`src/rtl/program_memory_loadable.sv`:
```
// Loadable program memory: swept to FILL_WORD after reset, written at runtime
// through a valid/ready byte-load port, and fetched by the CPU while in RUN.
module program_memory_loadable #(
  parameter int                    DATA_WIDTH   = 8,
  parameter int                    ADDR_WIDTH   = 8,
  parameter logic [DATA_WIDTH-1:0] FILL_WORD    = 8'b0111_0000,
  parameter int                    READ_LATENCY = 0
) (
  input  logic                  program_clk,
  input  logic                  reset,
  input  logic [ADDR_WIDTH-1:0] address_bus,
  output logic [DATA_WIDTH-1:0] data_bus,
  input  logic                  load_start,
  input  logic [ADDR_WIDTH-1:0] load_base,
  input  logic                  load_valid,
  input  logic [DATA_WIDTH-1:0] load_data,
  output logic                  load_ready,
  input  logic                  load_end,
  output logic [ADDR_WIDTH:0]   load_count,
  output logic                  load_wrapped,
  output logic                  busy
);

  localparam int                  DEPTH     = 2 ** ADDR_WIDTH;
  localparam logic [ADDR_WIDTH-1:0] LAST_ADDR = '1;
  localparam logic [ADDR_WIDTH:0]   COUNT_MAX = (ADDR_WIDTH + 1)'(DEPTH);

  localparam logic [1:0] ST_FILL = 2'd0;
  localparam logic [1:0] ST_RUN  = 2'd1;
  localparam logic [1:0] ST_LOAD = 2'd2;

  logic [DATA_WIDTH-1:0] mem [DEPTH];

  logic [1:0]            state_q, state_d;
  logic [ADDR_WIDTH-1:0] fill_addr_q, fill_addr_d;
  logic [ADDR_WIDTH-1:0] load_addr_q, load_addr_d;
  logic [ADDR_WIDTH:0]   load_count_q, load_count_d;
  logic                  load_wrapped_q, load_wrapped_d;

  logic                  wr_en;
  logic [ADDR_WIDTH-1:0] wr_addr;
  logic [DATA_WIDTH-1:0] wr_data;

  always_comb begin
    state_d        = state_q;
    fill_addr_d    = fill_addr_q;
    load_addr_d    = load_addr_q;
    load_count_d   = load_count_q;
    load_wrapped_d = load_wrapped_q;
    wr_en          = 1'b0;
    wr_addr        = fill_addr_q;
    wr_data        = FILL_WORD;
    case (state_q)
      ST_FILL: begin
        wr_en       = 1'b1;
        fill_addr_d = fill_addr_q + 1'b1;
        if (fill_addr_q == LAST_ADDR) state_d = ST_RUN;
      end
      ST_RUN: begin
        if (load_start) begin
          state_d        = ST_LOAD;
          load_addr_d    = load_base;
          load_count_d   = '0;
          load_wrapped_d = 1'b0;
        end
      end
      ST_LOAD: begin
        // The word accompanying load_end is still written before leaving LOAD.
        if (load_valid) begin
          wr_en        = 1'b1;
          wr_addr      = load_addr_q;
          wr_data      = load_data;
          load_count_d = (load_count_q == COUNT_MAX) ? load_count_q : load_count_q + 1'b1;
          if (load_addr_q == LAST_ADDR) begin
            state_d        = ST_RUN;
            load_wrapped_d = 1'b1;
          end else begin
            load_addr_d = load_addr_q + 1'b1;
          end
        end
        if (load_end) state_d = ST_RUN;
      end
      default: state_d = ST_FILL;
    endcase
  end

  always_ff @(posedge program_clk) begin
    if (!reset) begin
      state_q        <= ST_FILL;
      fill_addr_q    <= '0;
      load_addr_q    <= '0;
      load_count_q   <= '0;
      load_wrapped_q <= 1'b0;
    end else begin
      state_q        <= state_d;
      fill_addr_q    <= fill_addr_d;
      load_addr_q    <= load_addr_d;
      load_count_q   <= load_count_d;
      load_wrapped_q <= load_wrapped_d;
    end
  end

  always_ff @(posedge program_clk) begin
    if (reset && wr_en) mem[wr_addr] <= wr_data;
  end

  assign busy         = (state_q != ST_RUN);
  assign load_ready   = (state_q == ST_LOAD);
  assign load_count   = load_count_q;
  assign load_wrapped = load_wrapped_q;

  // The CPU only ever sees RAM contents in RUN, so no read-during-write case exists.
  generate
    if (READ_LATENCY == 0) begin : g_comb_read
      assign data_bus = (state_q == ST_RUN) ? mem[address_bus] : FILL_WORD;
    end else if (READ_LATENCY == 1) begin : g_reg_read
      logic [DATA_WIDTH-1:0] rd_data_q;
      always_ff @(posedge program_clk) begin
        if (!reset) rd_data_q <= FILL_WORD;
        else        rd_data_q <= (state_q == ST_RUN) ? mem[address_bus] : FILL_WORD;
      end
      assign data_bus = rd_data_q;
    end else begin : g_bad_latency
      $error("program_memory_loadable: READ_LATENCY must be 0 or 1");
    end
  endgenerate

endmodule

```
`config.mk`:
```
export PLATFORM = sky130hd
export DESIGN_NAME = program_memory_loadable
export DESIGN_NICKNAME = d
export VERILOG_FILES = /design/src/rtl/program_memory_loadable.sv
export SDC_FILE = /design/constraint.sdc
export NUM_CORES = 2
export LEC_CHECK = 0
export ABC_AREA = 1
export CAP_MARGIN = 10
export CORE_UTILIZATION = 63
export CTS_CLUSTER_SIZE = 10
export DETAILED_ROUTE_END_ITERATION = 6
export PLACE_DENSITY = 0.77
export SYNTH_ARGS = -nofsm -noshare
export SYNTH_HDL_FRONTEND = slang
export SYNTH_SLANG_ARGS = --single-unit
```
`constraint.sdc`:
```
create_clock -name program_clk -period 11.42 [get_ports program_clk]
set_input_delay 1.713 -clock program_clk [delete_from_list [all_inputs] [get_ports program_clk]]
set_output_delay 1.713 -clock program_clk [all_outputs]
set_load 0.1 [all_outputs]
```
== After elaboration in Yosys (flattened, before gate mapping) ==
Memories as Yosys holds them, arrays and structs flattened.
Index checks and enable logic that the tools add are counted.

* Add/subtract/negate cells: 3
* Eq/ne operators: 14
* Multiplexer cells: 27
* Reductions and logical operators: 7

{| class="wikitable"
|+ Operator list
! operator !! count
|-
| 8-bit two-way mux || 8
|-
| 9-bit two-way mux || 3
|-
| 9-bit one-hot mux with 2 select lines || 1
|-
| 8-bit by 1-bit adder with 8-bit output, second input constant || 2
|-
| 8-bit == test, second input constant || 2
|-
| 8-bit one-hot mux with 2 select lines || 1
|-
| 4-bit AND reduction || 4
|-
| 2-bit two-way mux || 5
|-
| 2-bit inequality test, second input constant || 5
|-
| 9-bit by 1-bit adder with 9-bit output, second input constant || 1
|-
| 9-bit == test, second input constant || 1
|-
| 1-bit two-way mux || 6
|-
| 2-bit one-hot mux with 3 select lines || 1
|-
| 2-bit by 1-bit inequality test with 1-bit output, second input constant || 2
|-
| 1-bit one-hot mux with 2 select lines || 2
|-
| 3-bit by 1-bit inequality test with 1-bit output, second input constant || 1
|-
| 3-bit by 2-bit inequality test with 1-bit output, second input constant || 1
|-
| 2-bit by 1-bit == test with 1-bit output, second input constant || 1
|-
| 2-bit == test, second input constant || 1
|-
| 2-bit logical NOT || 1
|-
| 2-bit nonzero test || 1
|-
| 1-bit logical AND || 1
|}

* Register bits after elaboration: 28
* Memory bits (writable): 2,048
* Input bits: 29
* Output and inout bits: 20
* Logic and storage cells: 57
* Memories: 1

{| class="wikitable"
|+ Memories
! name !! words !! bits a word !! read ports !! clocked after Yosys merged registers in !! write ports !! RTL line !! source
|-
| mem || 256 || 8 || 1 || 0 || 1 || 32 || <nowiki>logic [DATA_WIDTH-1:0] mem [DEPTH];</nowiki>
|}

== Depth between registers and ports, before layout ==
* Depth in word-level cells: 5
* Gate-level depth with buffers: 15
* Gate-level depth less buffers: 12

== Worst setup path after synthesis ==
OpenSTA, ideal clock, no wires.

* Path kind: input to register
* Start: in load_data[0]
* End: mem mem[0][0], data pin
* Setup time: 1,393 ps
* Data arrival time: 7,621 ps
* Required time: 10,027 ps
* Path slack: 2,406 ps
* Stages on the path: 2
* Path buffers: 0
* Cell sequence: nand2_1 nor2_1

* Longest elaborated chain between the ends: 2

{| class="wikitable"
|+ Ends and longest elaborated chain
! what !! RTL line !! source
|-
| start, declared || 16 || <nowiki>input logic [DATA_WIDTH-1:0] load_data,</nowiki>
|-
| 8-bit two-way mux || 69 || <nowiki>if (load_valid) begin</nowiki>
|-
| 8-bit two-way mux || 53 || <nowiki>case (state_q)</nowiki>
|-
| named net wr_data[0] || 42 || <nowiki>logic [DATA_WIDTH-1:0] wr_data;</nowiki>
|-
| end, declared || 32 ||
|}

The timed path passes the listed nets, and every way through them passes these cells.

== Worst setup path in the final report ==
* Start: in address_bus[0]
* End: out data_bus[3]

* Longest elaborated chain between the ends: 2

{| class="wikitable"
|+ Ends and longest elaborated chain
! what !! RTL line !! source
|-
| start, declared || 11 || <nowiki>input logic [ADDR_WIDTH-1:0] address_bus,</nowiki>
|-
| memory 256 x 8 bit || - ||
|-
| 8-bit two-way mux || 115 || <nowiki>assign data_bus = (state_q == ST_RUN) ? mem[address_bus] : FILL_WORD;</nowiki>
|-
| end, declared || 12 || <nowiki>output logic [DATA_WIDTH-1:0] data_bus,</nowiki>
|}

Every way passes these cells.

==> reports/results.ini <==
[run_status]
run_status = finished, violations left
violations = DRC

[power]
p_leak_nw = 32.7
p_sw_mw = 3.30
pwr-share-comb = 0.051
p_sw_frac = 0.216
power_frac_seq = 0.542
clkPwrFrac = 0.408
p_per_area_nw_per_um2 = 166
intPower_mw = 12.0
ir_worst_vdd_mv = 0.181

[worst_setup_path]
regToRegStartpoint = state_q[0]
crit_arrival_ns = 6.89
cp.required_ns = 9.71
crit_path_end_kind = primary output
r2r_end = mem[60][4]
worstSetupStartpoint = address_bus[0]
r2r_cells = 11
critPathKind = in2out
crit_path_start_kind = input port
r2r_setup_slack_ns = 7.01
path_max_fanout = 140
worstSetupEndpoint = data_bus[3]

[logic_synthesis]
ys.flop_type = edfxtp_1
synth.most_common_cell = nand2_1
yosysSeqAreaShare = 0.732
async_flop_share = 0
synth_top_area_frac = 0.726
netlist_instances = 7241
synth_edf_count = 2048
synth_area_sq_um = 84700
synth.avg_cell_area_sq_um = 11.7
yosys.area.top_type = edfxtp_1
synthTopCellsByArea = edfxtp_1, nand3_1, nand2_1
ys_types = 34
synth.net_count = 7274
synthTopCellsByCount = nand2_1, edfxtp_1, nand3_1
synth_seq_cells = 2076
yosys_warnings = 0

[grt]
grt_max_degree = 214
busiest_layer = met2
use_met1 = 0.445
grtUsageMet3 = 0.0740
track_usage = 0.325
grt_pass1_wl_mm = 332
grt_overflow_total = 0
antenna_found_initial = 6
use_met2 = 0.500
grt_pass1_vias = 55000

[floorplanning]
start_util = 0.635
ioPinCount = 49
dieWidth_microns = 369
die_h_microns = 369
core_area_sq_um = 133000
num_rows = 134
dieArea_sq_um = 136000

[timing]
finalSetupViolCount = 0
fin_crit_ns = 8.61
worst_slack_ns = 2.81
drv_slew = 0
rsz0062_at_grt = false
report.final.hold_viol_count = 0
relSlewSlack = 0.130
fmax_ghz = 0.116
fin_setup_tns_ns = 0
fin_crit_sh = 0.754
fin_skew_ns = 0.0245
tightest_slew_ns = 1.30

[detailed_routing]
wl_per_cell_microns = 24.8
drc = 10
vias_per_cell = 6.42
drtPass1Iterations = 7
vias = 57200
drtAntennaViolNets = 0
dr.first_iter.drc_count = 8742
wirelength_mm = 220

[layout]
final_nets = 7137
syn2layout_area_growth_pct = 8.47
nFillCells = 9035
drive_gt1_frac = 0.0530
finish.utilization = 0.689

[run]
cap_violations = 0

[clock_network]
postCtsResizedCells = 0
clock_latency_ns = 0.85
cts_sinks = 2076
postCtsSetupBuffers = 0
cts_tree = built
numCtsBuffers = 226
ctsRootBufferMaster = clkbuf_16
clkTransAtPathRegs_ns = 0.06
cts.hold.buffers_added = 0
htreeDepth = 4
clockBufferDepth = 3

[hold_path]
whs_path_depth = 2
min_path_type = reg2reg

[place]
post-place-ws_ns = 3.07
port-buffer-count = 48
gp_congestion = 0.892
hpwl_mm = 119

## metal layers
layer | vias up | wire, microns
li1 | 25200 | -
met1 | 27500 | 80000
met2 | 3822 | 104000
met3 | 583 | 27000
met4 | 8 | 9880
met5 | - | 64
## flip-flops by register name (all words and copies together) (netlist names)
| name | cells |
|---|---|
| load_addr_q | 8 |
| state_q | 2 |
| fill_addr_q | 8 |
| mem | 2048 |
| load_count | 9 |
| load_wrapped | 1 |
## worst min-delay path by stage
stage                   startpoint             end  slack [ns]
finish                load_wrapped    load_wrapped        0.49
global route         load_count[0]   load_count[0]        0.52
CTS                   load_wrapped    load_wrapped        0.49
detailed placement    load_wrapped    load_wrapped        0.46
global placement      load_wrapped    load_wrapped        0.47
floorplan           fill_addr_q[7]  fill_addr_q[7]        0.46
## metrics by stage
step                cells  hold slack (ns)  total power [mW]  area [sq um]
detailed placement   8644            0.464              9.16         86000
global placement     8644            0.468              9.15         86000
floorplan            7241            0.464              8.91         84700
global route         8901            0.521              15.6         91900
finish               8903            0.490              15.3         91900
CTS                  8901            0.487              15.2         91900
## power by group through the flow
stage               registers [mW]  clock network, mW  logic, mW
floorplan                     8.42                  0      0.494
global placement              8.42                  0      0.732
detailed placement            8.42                  0      0.745
CTS                           8.26               6.23      0.751
global route                  8.26               6.51      0.822
finish                        8.26               6.22      0.774
## cells in the final DEF, fill, tap and decap left out, types with 3 or more instances in the layout
master | netlist | layout
edfxtp_1 | 2048 | 2048
clkdlybuf4s50_1 | 0 | 42
nand3_2 | 3 | 3
o21ai_2 | 3 | 3
inv_2 | 10 | 9
o21ai_4 | 4 | 4
nand2_2 | 11 | 11
clkbuf_1 | 130 | 16
ha_1 | 4 | 4
dfxtp_1 | 28 | 28
a211oi_1 | 4 | 4
buf_12 | 0 | 12
buf_8 | 0 | 3
clkbuf_16 | 0 | 228
nand2_1 | 2121 | 2121
nor2_1 | 357 | 352
nand4_1 | 3 | 3
nor3_1 | 14 | 14
o21ai_0 | 38 | 38
a31oi_1 | 7 | 7
o22ai_1 | 11 | 11
nand3_1 | 1972 | 1972
nor2_2 | 4 | 4
a21oi_1 | 30 | 29
or2_4 | 0 | 3
inv_1 | 57 | 55
inv_6 | 0 | 7
nor2_4 | 6 | 11
buf_4 | 12 | 68
## kinds of logic (layout without fill, tap and decap cells)
| logic type | count (synthesis) | in the layout | synth area share |
|---|---|---|---|
| simple gates | 4501 | 4501 | 0.230 |
| flops | 2076 | 2076 | 0.732 |
| buf+inv | 560 | 452 | 0.0298 |
| compound gates | 98 | 98 | 0.00684 |
| fa+ha+maj | 4 | 4 | 0.000591 |
| xor+xnor | 2 | 2 | 0.000207 |
| other cells | 0 | 2 | 0 |
## worst max-delay path: stages
cell and delay (ns):
buf_8 0.70, buf_4 0.58, buf_4 0.61, nand2_1 0.13
nand3_1 0.13, nand3_1 0.14, nand3_1 0.14, nand3_1 0.17
nand3_1 0.13, nand2_1 0.06, nor2_1 0.50, nor2_1 0.24
nor2_1 0.31, clkdlybuf4s50_1 1.20
## cell type report
| type | instances | area [sq um] | area share |
|---|---|---|---|
| well taps | 1768 | 2210 | 0.0241 |
| inverters | 69 | 293 | 0.00319 |
| clock inverters | 13 | 155 | 0.00169 |
| flip-flops and latches | 2076 | 62100 | 0.675 |
| diodes | 2 | 5.00 | 0.0000544 |
| multi-input cells | 4605 | 20200 | 0.220 |
| clock buffers | 244 | 5770 | 0.0627 |
| repair buffers | 126 | 1220 | 0.0133 |
Note: power is estimated with default switching activity, not from simulation.
